--- src/rtl/ifetch_pkg.sv ---
// Shared types and constants for the instruction-fetch sequencer.
package ifetch_pkg;

    localparam int unsigned PC_STEP  = 4;
    localparam logic [31:0] INST_NOP = 32'h0000_0013;

    typedef logic [1:0] state_t;
    localparam state_t StRun   = 2'd0;
    localparam state_t StHalt  = 2'd1;
    localparam state_t StFault = 2'd2;

    typedef struct packed {
        logic [31:0] pc;
        logic [31:0] inst;
    } fetch_entry_t;

endpackage

--- src/rtl/ifetch_if.sv ---
// Bundle of imem, decode handshake and control signals around ifetch_ctrl.
interface ifetch_if;

    logic [31:0] imem_addr;
    logic [31:0] imem_inst;
    logic        out_valid;
    logic        out_ready;
    logic [31:0] out_pc;
    logic [31:0] out_inst;
    logic        redirect_valid;
    logic [31:0] redirect_pc;
    logic        halt_req;
    logic        fault;
    logic        busy;

    modport master (
        output imem_addr,
        input  imem_inst,
        output out_valid,
        input  out_ready,
        output out_pc,
        output out_inst,
        input  redirect_valid,
        input  redirect_pc,
        input  halt_req,
        output fault,
        output busy
    );

    modport slave (
        input  imem_addr,
        output imem_inst,
        input  out_valid,
        output out_ready,
        input  out_pc,
        input  out_inst,
        output redirect_valid,
        output redirect_pc,
        output halt_req,
        input  fault,
        input  busy
    );

endinterface

--- src/rtl/ifetch_buf.sv ---
// Small synchronous FIFO of fetch entries; flush empties it in one cycle.
module ifetch_buf
    import ifetch_pkg::*;
#(
    parameter int unsigned BUF_DEPTH = 2,
    localparam int unsigned PtrW = $clog2(BUF_DEPTH),
    localparam int unsigned CntW = PtrW + 1
) (
    input  logic            clk,
    input  logic            rst,
    input  logic            push_i,
    input  logic            pop_i,
    input  logic            flush_i,
    input  fetch_entry_t    wdata_i,
    output logic [CntW-1:0] count_o,
    output logic            full_o,
    output logic            empty_o,
    output fetch_entry_t    head_o
);

    fetch_entry_t    mem_q [BUF_DEPTH];
    logic [PtrW-1:0] rd_ptr_q, rd_ptr_d;
    logic [PtrW-1:0] wr_ptr_q, wr_ptr_d;
    logic [CntW-1:0] count_q, count_d;

    always_comb begin
        rd_ptr_d = rd_ptr_q;
        wr_ptr_d = wr_ptr_q;
        count_d  = count_q;
        if (flush_i) begin
            rd_ptr_d = '0;
            wr_ptr_d = '0;
            count_d  = '0;
        end else begin
            if (push_i) wr_ptr_d = wr_ptr_q + PtrW'(1);
            if (pop_i)  rd_ptr_d = rd_ptr_q + PtrW'(1);
            case ({push_i, pop_i})
                2'b10:   count_d = count_q + CntW'(1);
                2'b01:   count_d = count_q - CntW'(1);
                default: count_d = count_q;
            endcase
        end
    end

    always_ff @(posedge clk) begin
        if (rst) begin
            rd_ptr_q <= '0;
            wr_ptr_q <= '0;
            count_q  <= '0;
        end else begin
            rd_ptr_q <= rd_ptr_d;
            wr_ptr_q <= wr_ptr_d;
            count_q  <= count_d;
        end
    end

    always_ff @(posedge clk) begin
        if (push_i && !flush_i) mem_q[wr_ptr_q] <= wdata_i;
    end

    assign count_o = count_q;
    assign full_o  = (count_q == CntW'(BUF_DEPTH));
    assign empty_o = (count_q == '0);
    // Masked so the head reads zero whenever nothing is valid.
    assign head_o  = empty_o ? '0 : mem_q[rd_ptr_q];

endmodule

--- src/rtl/ifetch_ctrl.sv ---
// Fetch PC sequencer with redirect, halt and fault handling.
// Optional: define IFETCH_BOUND_CHECK_EN to fault on fetch PCs beyond the imem.
module ifetch_ctrl
    import ifetch_pkg::*;
#(
    parameter logic [31:0] RESET_PC   = 32'h0000_0000,
    parameter int unsigned IMEM_DEPTH = 256,
    parameter int unsigned BUF_DEPTH  = 2
) (
    input  logic     clk,
    input  logic     rst,
    ifetch_if.master bus
);

    localparam logic [32:0] ImemBytes = 33'(IMEM_DEPTH) * 33'd4;
`ifdef IFETCH_BOUND_CHECK_EN
    localparam bit BoundCheckEn = 1'b1;
`else
    localparam bit BoundCheckEn = 1'b0;
`endif

    state_t       state_q, state_d;
    logic [31:0]  fetch_pc_q, fetch_pc_d;
    logic         fault_q, fault_d;
    logic         push, pop, flush, oob;
    logic         full, empty;
    logic [$clog2(BUF_DEPTH):0] count;
    fetch_entry_t head, wr_entry;

    assign oob      = BoundCheckEn && ({1'b0, fetch_pc_q} >= ImemBytes);
    assign pop      = !empty && bus.out_ready;
    assign wr_entry = '{pc: fetch_pc_q, inst: bus.imem_inst};

    // Redirect dominates; a same-cycle pop is still delivered before the flush.
    always_comb begin
        state_d    = state_q;
        fetch_pc_d = fetch_pc_q;
        fault_d    = fault_q;
        push       = 1'b0;
        flush      = 1'b0;
        if (bus.redirect_valid) begin
            flush = 1'b1;
            if (bus.redirect_pc[1:0] == 2'b00) begin
                fetch_pc_d = bus.redirect_pc;
                state_d    = StRun;
                fault_d    = 1'b0;
            end else begin
                state_d = StFault;
                fault_d = 1'b1;
            end
        end else begin
            case (state_q)
                StRun: begin
                    if (oob) begin
                        state_d = StFault;
                        fault_d = 1'b1;
                    end else if (bus.halt_req) begin
                        state_d = StHalt;
                    end else if (!full || pop) begin
                        push       = 1'b1;
                        fetch_pc_d = fetch_pc_q + 32'(PC_STEP);
                    end
                end
                StHalt: begin
                    if (!bus.halt_req) state_d = StRun;
                end
                default: ;
            endcase
        end
    end

    always_ff @(posedge clk) begin
        if (rst) begin
            state_q    <= StRun;
            fetch_pc_q <= RESET_PC;
            fault_q    <= 1'b0;
        end else begin
            state_q    <= state_d;
            fetch_pc_q <= fetch_pc_d;
            fault_q    <= fault_d;
        end
    end

    ifetch_buf #(
        .BUF_DEPTH(BUF_DEPTH)
    ) u_buf (
        .clk    (clk),
        .rst    (rst),
        .push_i (push),
        .pop_i  (pop),
        .flush_i(flush),
        .wdata_i(wr_entry),
        .count_o(count),
        .full_o (full),
        .empty_o(empty),
        .head_o (head)
    );

    assign bus.imem_addr = fetch_pc_q;
    assign bus.out_valid = !empty;
    assign bus.out_pc    = head.pc;
    assign bus.out_inst  = head.inst;
    assign bus.fault     = fault_q;
    assign bus.busy      = (state_q == StRun) && (count != '0);

endmodule

--- src/flat_wrapper.sv ---
// flat-port wrapper written by rule: the top's interface ports become plain ports
module ifetch_ctrl_flat import ifetch_pkg::*;
#(
    parameter logic [31:0] RESET_PC   = 32'h0000_0000,
    parameter int unsigned IMEM_DEPTH = 256,
    parameter int unsigned BUF_DEPTH  = 2
)
  (clk, rst, bus_imem_addr, bus_imem_inst, bus_out_valid, bus_out_ready, bus_out_pc, bus_out_inst, bus_redirect_valid, bus_redirect_pc, bus_halt_req, bus_fault, bus_busy);
  ifetch_if bus_i ();
  input  logic clk;
  input  logic rst;
  output wire logic [$bits(bus_i.imem_addr)-1:0] bus_imem_addr;
  input wire logic [$bits(bus_i.imem_inst)-1:0] bus_imem_inst;
  output wire logic [$bits(bus_i.out_valid)-1:0] bus_out_valid;
  input wire logic [$bits(bus_i.out_ready)-1:0] bus_out_ready;
  output wire logic [$bits(bus_i.out_pc)-1:0] bus_out_pc;
  output wire logic [$bits(bus_i.out_inst)-1:0] bus_out_inst;
  input wire logic [$bits(bus_i.redirect_valid)-1:0] bus_redirect_valid;
  input wire logic [$bits(bus_i.redirect_pc)-1:0] bus_redirect_pc;
  input wire logic [$bits(bus_i.halt_req)-1:0] bus_halt_req;
  output wire logic [$bits(bus_i.fault)-1:0] bus_fault;
  output wire logic [$bits(bus_i.busy)-1:0] bus_busy;
  assign bus_imem_addr = bus_i.imem_addr;
  assign bus_i.imem_inst = bus_imem_inst;
  assign bus_out_valid = bus_i.out_valid;
  assign bus_i.out_ready = bus_out_ready;
  assign bus_out_pc = bus_i.out_pc;
  assign bus_out_inst = bus_i.out_inst;
  assign bus_i.redirect_valid = bus_redirect_valid;
  assign bus_i.redirect_pc = bus_redirect_pc;
  assign bus_i.halt_req = bus_halt_req;
  assign bus_fault = bus_i.fault;
  assign bus_busy = bus_i.busy;
  ifetch_ctrl #(.RESET_PC(RESET_PC), .IMEM_DEPTH(IMEM_DEPTH), .BUF_DEPTH(BUF_DEPTH)) u_core (.clk(clk), .rst(rst), .bus(bus_i));
endmodule
--- config.mk ---
export PLATFORM = sky130hd
export DESIGN_NAME = ifetch_ctrl_flat
export DESIGN_NICKNAME = d
export VERILOG_FILES = /design/src/rtl/ifetch_pkg.sv /design/src/rtl/ifetch_if.sv /design/src/rtl/ifetch_buf.sv /design/src/rtl/ifetch_ctrl.sv /design/src/flat_wrapper.sv
export SDC_FILE = /design/constraint.sdc
export NUM_CORES = 1
export LEC_CHECK = 0
export ABC_AREA = 1
export CAP_MARGIN = 20
export CORE_MARGIN = 2
export CORE_UTILIZATION = 34
export CTS_BUF_LIST = sky130_fd_sc_hd__clkbuf_4 sky130_fd_sc_hd__clkbuf_8
export CTS_CLUSTER_DIAMETER = 50
export CTS_CLUSTER_SIZE = 30
export DETAILED_ROUTE_END_ITERATION = 10
export PLACE_DENSITY = 0.67
export SLEW_MARGIN = 10
export SYNTH_ARGS = -nofsm -noshare
export SYNTH_HDL_FRONTEND = slang
export SYNTH_SLANG_ARGS = --single-unit
--- constraint.sdc ---
create_clock -name clk -period 12.2 [get_ports clk]
set_clock_uncertainty 0.05 [all_clocks]
set_input_delay 2.44 -clock clk [delete_from_list [all_inputs] [get_ports clk]]
set_output_delay 2.44 -clock clk [all_outputs]
set_load 0.01 [all_outputs]
# Yosys cells after proc, flatten, opt, wreduce, memory -nomap -nowiden

Memory sizes are Yosys's and may differ from the RTL's. A register that Yosys moved wholly into a read port is not among the register bits.
Index checks and enable logic that the tools add are counted.

Register bits: 39
Bits in writable memories: 128
Input port bits: 69
Output and inout bits: 99
Memories kept: 1

Memory list:

| name               | depth | bits a word | rd ports | clocked after memory_dff | write ports | line             | RTL |
|---|---|---|---|---|---|---|---|
| u_core.u_buf.mem_q | 2     | 64          | 1        | 1                        | 1           | ifetch_buf.sv:21 | `fetch_entry_t mem_q [BUF_DEPTH];` |

$add $sub $neg: 5
Eq/ne operators: 8
Mux-type cells: 22
Reduce and logical (&&, ||, !) cells: 18

Operators by type and width:

| cell                                                                   | number |
|---|---|
| 32-bit 2-to-1 mux                                                      | 5 |
| 64-bit 2-to-1 mux                                                      | 1 |
| 32-bit by 3-bit adder with 32-bit output (second input constant)       | 1 |
| 1-bit 2-to-1 mux                                                       | 10 |
| 2-bit 2-to-1 mux                                                       | 4 |
| 2-bit one-hot mux with 2 select lines                                  | 2 |
| 2-bit nonzero test                                                     | 4 |
| 2-bit logical NOT                                                      | 3 |
| 3-bit != test (second input constant)                                  | 2 |
| 2-bit by 1-bit equality test with 1-bit output (second input constant) | 2 |
| 2-bit equality test (second input constant)                            | 2 |
| 4-bit AND reduction                                                    | 1 |
| 1-bit logical AND                                                      | 3 |
| 1-bit logical NOT                                                      | 3 |
| 3-bit AND reduction                                                    | 1 |
| 3-bit nonzero test                                                     | 1 |
| 1-bit adder (second input constant)                                    | 2 |
| 2-bit by 1-bit adder with 2-bit output (second input constant)         | 1 |
| 2-bit by 1-bit != test with 1-bit output (second input constant)       | 1 |
| 2-bit != test (second input constant)                                  | 1 |
| 2-bit OR reduction                                                     | 1 |
| 2-bit by 1-bit subtractor with 2-bit output (second input constant)    | 1 |
| 1-bit logical OR                                                       | 1 |

# Longest topological paths before layout

Depth after elaboration: 11
Gate-level depth with buffers: 10
Depth with buffers taken out: 10

# Cells and area by module

A second synthesis with hierarchy kept.

Cell total of the unflattened synthesis: 801
Area, all modules: 7787.5 sq um

By module, submodules not included:

| module      | times used | cells an instance | area an instance (sq um) | sequential area each (sq um) |
|---|---|---|---|---|
| ifetch_buf  | 1          | 375               | 5227.5                   | 3943.8 |
| ifetch_ctrl | 1          | 426               | 2560.0                   | 700.7 |

# Worst setup path before layout

Ideal clock, no wire load.

Path kind: input-to-reg
From: in bus_redirect_valid
To: mem u_core.u_buf.mem_q[1][0] (netlist name) (enable)
Setup time: 0.488 ns
Data arrival time: 5.639 ns
Required time: 11.662 ns
Path slack: 6.023 ns
Stages: 4
Cell sequence: buf_4 inv_2 nand4_2 nor2_1

Word-level cells in the longest chain between the ends: 5

RTL lines:

| what                                       | line               | RTL |
|---|---|---|
| from (decl)                                | flat_wrapper.sv:18 | `input wire logic [$bits(bus_i.redirect_valid)-1:0] bus_redirect_valid;` |
| 1-bit 2-to-1 mux                           | ifetch_ctrl.sv:41  | `if (bus.redirect_valid) begin` |
| 1-bit logical NOT                          | ifetch_buf.sv:58   | `if (push_i && !flush_i) mem_q[wr_ptr_q] <= wdata_i;` |
| 1-bit logical AND (*)                      | ifetch_buf.sv:58   |  |
| 1-bit 2-to-1 mux (*)                       | ifetch_buf.sv:58   |  |
| 1-bit 2-to-1 mux (implied by the code) (*) | ifetch_buf.sv:58   |  |
| to (decl)                                  | ifetch_buf.sv:21   |  |

Every way passes the cells marked *; elsewhere a longest branch is shown, timed or not.

# Final worst setup path

From: reg u_core.u_buf.count_q[1], in the netlist u_core.u_buf.count_o[1]
To: out bus_out_pc[16]

Word-level cells in the longest chain between the ends: 2

RTL lines:

| what                   | line               | RTL |
|---|---|---|
| from (decl)            | ifetch_buf.sv:24   | `logic [CntW-1:0] count_q, count_d;` |
| from (signal assigned) | ifetch_buf.sv:53   | `count_q <= count_d;` |
| 2-bit logical NOT      | ifetch_buf.sv:63   | `assign empty_o = (count_q == '0);` |
| 64-bit 2-to-1 mux      | ifetch_buf.sv:65   | `assign head_o = empty_o ? '0 : mem_q[rd_ptr_q];` |
| to (decl)              | flat_wrapper.sv:16 | `output wire logic [$bits(bus_i.out_pc)-1:0] bus_out_pc;` |

Every way passes these cells.

==> metrics.log <==
INFO  metric cts_root_buffer = clkbuf_8
INFO  metric post-synth-top-count-cell = nand2_1
INFO  metric postSynthCellCount = 780
INFO  metric tightest_slew = 0.892 ns
INFO  metric sequentialPowerShare = 58.6%
INFO  metric slew_headroom = 40.6%
INFO  metric synth_enable_flop_cells = 128
INFO  metric drt_first_pass_iters = 5
INFO  metric timing.critical_path.max_delay_family = buffers and inverters
INFO  metric synth_top_area_share = roughly 53%
INFO  metric synthesized_area_per_cell = 9.35 sq um
INFO  metric global_route_wire_length_before_repair = 28,900 um
INFO  metric start_util = 34.7%
INFO  metric route.vias.total = 5,933
INFO  metric synth-compound-area-share = 9.59%
INFO  metric grt.overflow.total = 0
INFO  metric antenna_cells_inserted = 0
INFO  metric critical_path_required = 9.71 ns
INFO  metric place_congestion = 0.871
INFO  metric clockBufferDepth = 2
INFO  metric dieWidth = 150 um
INFO  metric die_outline_height = 150 um
INFO  metric floorplan.core_area = roughly 21,000 sq um
INFO  metric wl_per_cell = 15.4 um
INFO  metric cells_along_the_critical_path = nor2_4 > buf_4 > a21oi_1 > clkdlybuf4s50_1
INFO  metric detail_route.drc_violations = 0
INFO  metric numClockSinks = around 170
INFO  metric core.rowCount = 53
INFO  metric worst_vdd_ir = 69.7 uV
INFO  metric power_frac_clock = about a third
INFO  metric synth.ff_latch_count = 168
INFO  metric worstSetupPathType = register to primary output
INFO  metric post_synth_xor_area_fraction = less than 1%
INFO  metric post_layout_nonfiller_instances = 1,226
INFO  metric pin_count = 168
INFO  metric detailed_place_hpwl = 12,500 um
INFO  metric final_number_of_hold_violating_endpoints = 0
INFO  metric postCtsResizedCells = 0
INFO  metric synth_area_leaders = edfxtp_1, nand2_1, dfxtp_1, a21oi_1, nor2_1
INFO  metric route.detailed.vias_per_inst = 4.84
INFO  metric synth.distinct_cells = 30
INFO  metric critical_path.max_fanout = 50
INFO  metric post_synth_mux_area_share = 0%
INFO  metric setup_total_negative_slack = 0 ns
INFO  metric synth_seq_area_share = 63.7%
INFO  metric post-route-min-period = 5.00 ns
INFO  metric layout_setup_ws = 7.20 ns
INFO  metric die_ar = 22,600 sq um
INFO  metric synth_area = 7290 sq um
INFO  metric cellLeakagePower = around 3.3 nW
INFO  metric power_density = 116 nW/um^2
INFO  metric synthArstFlopShare = 0%
INFO  metric synth-adder-area-share = less than 1%
INFO  metric critical_path.slowest_cell = buf_4
INFO  metric syn2layout_area_growth = 31.4%
INFO  metric combPwrFrac = 9.6%
INFO  metric clk_latency = 0.45 ns
INFO  metric synth-simple-area-share = 22.0%
INFO  metric cp.buffers_inverters = 2
INFO  metric aggregate_global_route_resource_usage = 16.7%
INFO  metric grt_use_met3 = 3.09%
INFO  metric fmax = 200 MHz
INFO  metric netSwitchingPower = 0.277 mW
INFO  metric critPathLaunchType = register
INFO  metric status = finished clean
INFO  metric dr.first_iter.drc_count = ~440
INFO  metric ys.flop_type = edfxtp_1
INFO  metric endpoint_kind = primary output
INFO  metric synth_top_family_by_area = simple AND/OR/NAND/NOR gates
INFO  metric switch_share = 25.0%
INFO  metric grt_pass1_vias = 5,596
INFO  metric placement.setup.worst_slack = 6.81 ns
INFO  metric cts_hold_buf = 0
INFO  metric ys_warn_count = 0
INFO  metric synthDominantAreaCellType = edfxtp_1
INFO  metric grt_start_max_net_pins = 66
INFO  metric unrepaired_setup_endpoints_after_global_routing = no
INFO  metric slew_violations = 0
INFO  metric timing.critical_path.slowest_cell_delay = 0.55 ns
INFO  metric antenna_found_initial = 0
INFO  metric tritoncts_buffer_count = 17
INFO  metric syn-num-nets = between 800 and 900
INFO  metric cts_tree = built
INFO  metric gr-usage-met1 = 22.5%
INFO  metric report.final.setup_viol = 0
INFO  metric post-cts-setup-buffer-count = 0
INFO  metric numPlacedInstances = 1,194
INFO  metric nNetsFinal = about 1,000
INFO  metric route.final.wire_length = ~19,000 um
INFO  metric maxCapViolations = 0
INFO  metric path_clk_slew = 0.08 ns
INFO  metric grtUsageMet2 = about a quarter
INFO  metric cts-htree-levels = 4
INFO  metric synthTopCellsByCount = nand2_1, edfxtp_1, a21oi_1
INFO  metric port-buffer-count = 167
INFO  metric hold_path_class = register to register
INFO  metric final.period_utilization = 41.0%
INFO  metric ant_nets = 0
INFO  metric cp_data_arrival_time = roughly 2.5 ns
INFO  metric drive_gt1_share = 6.20%
INFO  metric grt-busiest-layer = met2
INFO  metric internal_power = roughly 0.83 mW
-- placed cells by master, fill, tap and decap left out, drive strengths merged --
master	instances
nand2	284
clkdlybuf4s50	167
edfxtp	128
a21oi	99
nor2	73
dfxtp	40
inv	40
nand3	31
o21ai	31
clkbuf	19
buf	7
clkinvlp	5
clkinv	5
nor3	4
a31oi	3
and2	2
nand3b	2
or2	2
o31ai	2
ha	2
nand4	2
a211oi	1
o21a	1
xor2	1
-- through the flow --
step / utilization (%) / power (mW) / area, sq um / hold WS [ns]
floorplan: - / 0.709 / 7290 / 0.376
global placement: 43.8 / 0.769 / 9210 / 0.385
detailed placement: 43.9 / 0.771 / 9230 / 0.393
CTS: 45.6 / 1.12 / 9580 / 0.398
global route: 45.6 / 1.16 / 9580 / 0.418
finish: 45.6 / 1.11 / 9580 / 0.399
-- power by group through the flow --
stage	clock network, mW	logic (mW)	registers, mW
final	0.353	0.107	0.651
after global routing	0.387	0.117	0.653
after CTS	0.366	0.108	0.651
after detailed placement	0	0.107	0.664
after global placement	0	0.106	0.663
after floorplan	0	0.0480	0.661
-- cell type report --
cell class                      instances  area [sq um]
Sequential cell                       168          4650
Multi-Input combinational cell        540          2360
Timing Repair Buffer                  174          1740
Fill cell                            2007         11400
Clock inverter                         13           100
Tap cell                              275           344
Inverter                               37           139
Clock buffer                           19           249
-- worst register-to-register path: cells and delay by family (launching register included) --
family,cells,cell delay [ns]
buffers and inverters,1,0.55
adders and majority gates,1,0.37
AOI/OAI and AO/OA,2,0.26
and+or+nand+nor,3,0.66
DFF,1,0.36
xor gates and xnor gates,1,0.15
-- metal layers --
layer  part of all wire [%]  wire [um]  up-vias
li1                       -          -     2927
met1                     46       8600     2766
met2                     46       8770      211
met3                    5.7       1080       29
met4                    2.3        431        0
met5                      0          0        -
-- registers in the layout, indices dropped and copies added (netlist names), named ones only --
name and cells:
u_core.u_buf.rd_ptr_q 1, u_core.u_buf.wr_ptr_q 1, u_core.bus.imem_addr 32, u_core.u_buf.mem_q 128, u_core.bus.fault 1, u_core.state_q 2, u_core.u_buf.count_o 2
-- worst paths after layout --
check / slack [ns] / startpoint / endpoint / cells past startpoint
worst max-delay path: 7.20 / u_core.u_buf.count_o[1] / bus_out_pc[16] / 4
worst min-delay path: 0.40 / u_core.u_buf.rd_ptr_q / register / 1
worst max register to register: 9.70 / u_core.u_buf.count_o[1] / u_core.u_buf.count_o[1] / 8
worst min register to register: 0.40 / u_core.u_buf.rd_ptr_q / register / 1
-- cell families (layout without fill, tap and decap cells) --
kind of cell / after synthesis / after routing
AOI/OAI and AO/OA: 137 / 137
xor gates and xnor gates: 1 / 1
adders and majority gates: 2 / 2
buffers and inverters: 72 / 243
DFF: 168 / 168
and+or+nand+nor: 400 / 400
(Power assumes the default switching activity.)
